## src/rtl/mux_pkg.sv

```systemverilog
// Shared constants for the 16:1 selector tree, plus a sel-to-lane helper
// that scoreboards can use to index the packed input.
package mux_pkg;

    localparam int N_IN  = 16;
    localparam int SEL_W = 4;
    localparam int GRP   = 4;

    function automatic int lane_index(input logic [SEL_W-1:0] sel);
        return int'(sel);
    endfunction

endpackage

```

## src/rtl/mux4_to_1.sv

```systemverilog
// Purely combinational 4:1 multiplexer; an X on s merges the data inputs
// bitwise so unknowns stay visible in simulation.
module mux4_to_1 #(
    parameter int DATA_W = 1
) (
    input  logic [DATA_W-1:0] d0,
    input  logic [DATA_W-1:0] d1,
    input  logic [DATA_W-1:0] d2,
    input  logic [DATA_W-1:0] d3,
    input  logic [1:0]        s,
    output logic [DATA_W-1:0] y
);

    assign y = (s == 2'd0) ? d0 :
               (s == 2'd1) ? d1 :
               (s == 2'd2) ? d2 : d3;

endmodule

```

## src/rtl/mux16_to_1_using_4_to_1.sv

```systemverilog
// Registered 16:1 lane selector: four 4:1 muxes pick within each nibble group,
// a fifth picks among the groups, and the result is registered once.
module mux16_to_1_using_4_to_1
    import mux_pkg::*;
#(
    parameter int DATA_W = 1
) (
    input  logic                     clk,
    input  logic                     rst,
    input  logic [N_IN*DATA_W-1:0]   in,
    input  logic [SEL_W-1:0]         sel,
    input  logic                     in_valid,
    output logic [DATA_W-1:0]        out,
    output logic                     out_valid
);

    // Handshake: in_valid qualifies in/sel on the rising edge it is sampled;
    // there is no ready, so a new sample is accepted every cycle, and
    // out_valid marks the cycle in which out carries that sample.

    logic [DATA_W-1:0] grp_y [GRP];
    logic [DATA_W-1:0] out_next;

    for (genvar g = 0; g < GRP; g++) begin : g_level1
        mux4_to_1 #(.DATA_W(DATA_W)) u_mux (
            .d0 (in[(GRP*g + 0)*DATA_W +: DATA_W]),
            .d1 (in[(GRP*g + 1)*DATA_W +: DATA_W]),
            .d2 (in[(GRP*g + 2)*DATA_W +: DATA_W]),
            .d3 (in[(GRP*g + 3)*DATA_W +: DATA_W]),
            .s  (sel[1:0]),
            .y  (grp_y[g])
        );
    end

    mux4_to_1 #(.DATA_W(DATA_W)) u_level2 (
        .d0 (grp_y[0]),
        .d1 (grp_y[1]),
        .d2 (grp_y[2]),
        .d3 (grp_y[3]),
        .s  (sel[3:2]),
        .y  (out_next)
    );

    // out only loads on valid samples so it holds across idle cycles.
    always_ff @(posedge clk or posedge rst) begin
        if (rst) begin
            out       <= '0;
            out_valid <= 1'b0;
        end else begin
            out_valid <= in_valid;
            if (in_valid) begin
                out <= out_next;
            end
        end
    end

endmodule

```

## config.mk

```make
export PLATFORM = sky130hd
export DESIGN_NAME = mux16_to_1_using_4_to_1
export DESIGN_NICKNAME = d
export VERILOG_FILES = /design/src/rtl/mux_pkg.sv /design/src/rtl/mux4_to_1.sv /design/src/rtl/mux16_to_1_using_4_to_1.sv
export SDC_FILE = /design/constraint.sdc
export NUM_CORES = 1
export LEC_CHECK = 0
export CAP_MARGIN = 20
export CORE_AREA = 2 2 39 41
export DETAILED_ROUTE_END_ITERATION = 12
export DIE_AREA = 0 0 41 43
export GPL_ROUTABILITY_DRIVEN = 0
export GPL_TIMING_DRIVEN = 0
export PLACE_DENSITY = 0.67
export SLEW_MARGIN = 5
export SYNTH_ARGS = -nofsm -noshare
export SYNTH_HDL_FRONTEND = slang
export SYNTH_SLANG_ARGS = --single-unit
export TNS_END_PERCENT = 100
```

## constraint.sdc

```tcl
create_clock -name clk -period 0.8 [get_ports clk]
set_input_delay 0.16 -clock clk [delete_from_list [all_inputs] [get_ports clk]]
set_output_delay 0.16 -clock clk [all_outputs]
set_load 0.01 [all_outputs]
```

# Yosys cells after proc, flatten, opt, wreduce, memory -nomap -nowiden
# Cells that the tools add are included.
# word_totals
regBits	2
input_bits	23
output_inout_bits	2
# op_classes
eq_ne	4
n_mux	15
reduce_logical	2
# ops
op	count
1-bit two-way mux	15
2-bit by 1-bit == test with 1-bit output (second input constant)	2
2-bit == test (second input constant)	2
2-bit logical NOT	2

# Longest topological paths before layout
# depth
word_depth	7
ltp_mapped	5
depth_no_buf	4

# By module
# Synthesis repeated with hierarchy kept, for this count alone.
# unflattened
cells_unflattened	9
hier_area_um2	181.4
# modules_own_cells
module	instances	cells_per_inst	area_each_um2	seq_area_each_um2
mux4_to_1	5	1	22.5	0.0
mux16_to_1_using_4_to_1	1	4	68.8	50.0

# Least setup slack after synthesis
# Ideal clock, no wire load.
# synth_path
kind	in2reg
from	input sel[2]
to	register out
t_arrival_ns	1.290
slack_ns	-0.577
cell_stages	4
cell_sequence	clkbuf_1 > mux4_2 > and4b_1 > a211oi_2
# synth_via
elab_chain_cells	4
# synth_rtl
element	line_no	rtl
start: declaration	mux16_to_1_using_4_to_1.sv:11	input logic [SEL_W-1:0] sel,
2-bit == test	mux4_to_1.sv:16	(s == 2'd2) ? d2 : d3;
1-bit two-way mux	mux4_to_1.sv:16	
1-bit two-way mux	mux4_to_1.sv:15	(s == 2'd1) ? d1 :
1-bit two-way mux *	mux4_to_1.sv:14	assign y = (s == 2'd0) ? d0 :
end signal: assignment	mux16_to_1_using_4_to_1.sv:52	out <= out_next;
end: declaration	mux16_to_1_using_4_to_1.sv:13	output logic [DATA_W-1:0] out,
# Mark *: on every way between the ends. The rest lies on a longest branch, timed or not.
# A chain may end at the register's enable or synchronous reset.

# Worst setup path after layout
# layout_path
from	input sel[0]
to	register out
# layout_via
elab_chain_cells	7
# layout_rtl
element	line_no
2-bit == test	mux4_to_1.sv:16
1-bit two-way mux	mux4_to_1.sv:16
1-bit two-way mux	mux4_to_1.sv:15
1-bit two-way mux	mux4_to_1.sv:14
1-bit two-way mux	mux4_to_1.sv:16
1-bit two-way mux	mux4_to_1.sv:15
1-bit two-way mux *	mux4_to_1.sv:14
# Marks and branches as above.

==> impl_metrics.ini <==
[outcome]
outcome = finished, violations left
violated_checks = setup timing

[route]
detailedRoute.firstPassIterationCount = 4
drc_violation_total_after_the_first_tritonroute_iteration = 1
routed_wirelength_um = 705
drt-vias-per-instance = 4.45
vias = 316
drt-wirelength-per-cell_um = 9.93
antenna_violating_nets_post_route = 0
drc_markers = 0

[critical_path]
nature_of_the_critical_path_startpoint = primary input
cp_cell_sequence = buf_12, mux2i_1, mux4_2, and4b_1, a211oi_2
max_stage_delay_ns = 0.45
r2r_slack_ns = -0.05
timing.critical_path.slowest_stage_cell = sky130_fd_sc_hd__mux4_2
criticalPathCategory = in2reg
critical_path.n_buffers_inverters = 1
crit_path_end_kind = flip-flop
cp.arrival_ns = 1.21
critical_path.reg2reg.endpoint = out$_DFFE_PP0P_
cpLargestDelayFamily = multiplexers
worst-r2r-cell-count = 3
crit_fanout = 6
required_ns = 0.93
crit-reg2reg-launch = out$_DFFE_PP0P_

[worst_hold_path]
timing.hold.worst.class = in2async

[cells_and_area]
most-common-layout-cells = 9 x sky130_fd_sc_hd__mux2i_1, 8 x sky130_fd_sc_hd__clkdlybuf4s50_1, 5 x sky130_fd_sc_hd__dlymetal6s2s_1, 5 x sky130_fd_sc_hd__buf_2, 4 x sky130_fd_sc_hd__clkbuf_4
final_layout_size_suffix_gt1_frac = 0.255
num-nets-final = 80
most_common_cell_after_layout_fill_and_taps_aside = sky130_fd_sc_hd__mux2i_1
area_growth_syn_to_layout_pct = 100
final_area_sq_um = 534
antenna_cells = 0
fill_cells = 151
footprint_of_the_multi_input_gates_sq_um = 190
register_area_sq_um = 50.0

[placement]
place.detailed.hpwl_um = 597
place_area_sq_um = 507
io_buffer_count = 21

[global_route]
grt.overflow.total = 0
grt_start_max_net_pins = 8
grt_antenna_before_repair = 0
grt_pass1_vias = 300
combined_global_route_utilization_of_all_metal_layers = 0.0983
grt_pass1_wl_mm = 1.16

[power]
p_int_uw = 423
power_density_nw_per_um2 = 1040
sw_frac_of_total = 0.237
ir_drop_v = 0.000244
leakage_nw = 0.286
power_frac_clock = 0.390
report.power.total_uw = 555
power.net_switching_uw = 132
sequentialPowerShare = 0.208
comb_power_share = 0.402

[synth]
synthesized_instance_count = 29
yosys_register_bits = 2
synth.distinct_cells = 15
synth.avg_cell_area_sq_um = 9.19
netlist.top_cell.by_area = sky130_fd_sc_hd__mux2i_1
synth_top_cells_by_area = sky130_fd_sc_hd__mux2i_1 34%, sky130_fd_sc_hd__dfrtp_1 19%, sky130_fd_sc_hd__mux4_2 8.5%, sky130_fd_sc_hd__a211oi_2 4.7%, sky130_fd_sc_hd__buf_6 4.2%
synthesis.nets = 52
synth_warnings = 0
post-synth-top-area-fraction = 0.338
syn-cell-area_sq_um = 267
yosysSeqAreaShare = 0.188

[sta]
min_period_ns = 1.08
timing.final.ws_setup_ns = -0.284
final_period_util = 1.36
worst_pin_slew_ns = 0.345
fmaxAchievable_ghz = 0.922
finalMaxSlewViolations = 0
slew-limit-headroom = 0.770
final-setup-viol-count = 3
final_hold_viol_count = 0
clock-skew-final_ns = 0
rsz_0062_raised_after_global_routing = yes

[die]
die-height_um = 43
coreArea_sq_um = 1380
fp-row-count = 14
dieArea_sq_um = 1760
die_width_um = 41
initial_utilization = 0.193
io-pin-count = 25

[cts]
cts.sink_count = 2
cts_root_buf = sky130_fd_sc_hd__clkbuf_4
clkSlewWorstSetupHoldPaths_ns = 0.03
ctsHoldBuffers = 0
clock_tree_from_tritoncts = done
cts-buffers-inserted = 3
cts_max_level = 1
clkLatencyLatePin_ns = 0.22
clock_tree.buffer_depth = 2

[job]
timing.max_cap.violations = 0
-- kinds of logic (layout without fill, tap and decap cells) --
group / after synthesis / after routing / share of synthesized area
AO/OA/AOI/OAI: 6 / 6 / 0.169
multiplexers: 10 / 10 / 0.423
AND/OR/NAND/NOR: 6 / 6 / 0.122
buffers and inverters: 5 / 31 / 0.0986
flip-flops: 2 / 2 / 0.188
-- worst max-delay path by stage --
stage                     startpoint         endpoint  slack [ns]  depth (start not counted)
final                         sel[0]  out$_DFFE_PP0P_       -0.28                          5
after CTS                     sel[0]  out$_DFFE_PP0P_       -0.30                          5
after floorplan               sel[0]  out$_DFFE_PP0P_       -0.41                          5
after detailed placement      in[15]  out$_DFFE_PP0P_       -0.82                          5
after global placement        in[15]  out$_DFFE_PP0P_       -0.78                          5
after global routing          sel[0]  out$_DFFE_PP0P_       -0.34                          5
-- flip-flops by register name (all words and copies together) (netlist names) --
register	cells
out_valid	1
out	1
-- synth_stat cells --
master / count
sky130_fd_sc_hd__nor2_1: 3
sky130_fd_sc_hd__buf_6: 1
sky130_fd_sc_hd__mux4_2: 1
sky130_fd_sc_hd__nand3_1: 1
sky130_fd_sc_hd__o211ai_1: 1
sky130_fd_sc_hd__clkbuf_1: 2
sky130_fd_sc_hd__mux2i_1: 9
sky130_fd_sc_hd__a21oi_1: 2
sky130_fd_sc_hd__a211oi_2: 1
sky130_fd_sc_hd__a31oi_1: 1
sky130_fd_sc_hd__and4b_1: 1
sky130_fd_sc_hd__a32oi_1: 1
sky130_fd_sc_hd__nor2b_1: 1
sky130_fd_sc_hd__dfrtp_1: 2
sky130_fd_sc_hd__inv_1: 2
-- worst register-to-register path: stages, from the launching register on --
cell	delay [ns]
sky130_fd_sc_hd__dfrtp_1	0.36
sky130_fd_sc_hd__buf_4	0.13
sky130_fd_sc_hd__a21oi_1	0.14
sky130_fd_sc_hd__a211oi_2	0.08
-- layer usage --
layer  wire length, um  GRT usage  part of all wire
met4                 0     0.0600                 0
met5                 0          0                 0
met3                97     0.0366              0.14
met1               281      0.122              0.40
met2               326      0.138              0.46
-- metrics by stage --
step | util | setup slack, ns | cells | setup TNS (ns) | hold WS, ns
after floorplan | - | -0.412 | 29 | -0.412 | -0.0988
after global placement | 0.366 | -0.784 | 66 | -1.21 | 0.321
after detailed placement | 0.366 | -0.823 | 66 | -1.27 | 0.325
after CTS | 0.376 | -0.303 | 70 | -0.573 | 0.0928
after global routing | 0.386 | -0.335 | 71 | -0.541 | 0.104
final | 0.386 | -0.284 | 71 | -0.423 | 0.0989
-- cell type report --
type | instances | share of cell area
timing repair buffer | 23 | 0.398
inverter | 2 | 0.0141
multi-input combinational | 22 | 0.356
buffer | 3 | 0.0585
clock buffer | 3 | 0.0422
tap | 16 | 0.0375
sequential | 2 | 0.0937
-- power by group through the flow --
stage,Clock [mW],Combinational (mW),Sequential [mW]
2_1_floorplan,0,0.101,0.123
3_3_place_gp,0,0.232,0.119
3_5_place_dp,0,0.234,0.120
4_1_cts,0.224,0.223,0.119
5_1_grt,0.238,0.246,0.117
6_report,0.216,0.223,0.116
-- timing repair --
item,4_1_cts,5_1_grt
buffers inserted,1,1
endpoints found under the setup margin,3,3
resized for setup,25,6
pin swaps,1,3
No activity file was read; power rests on OpenSTA's default activity.
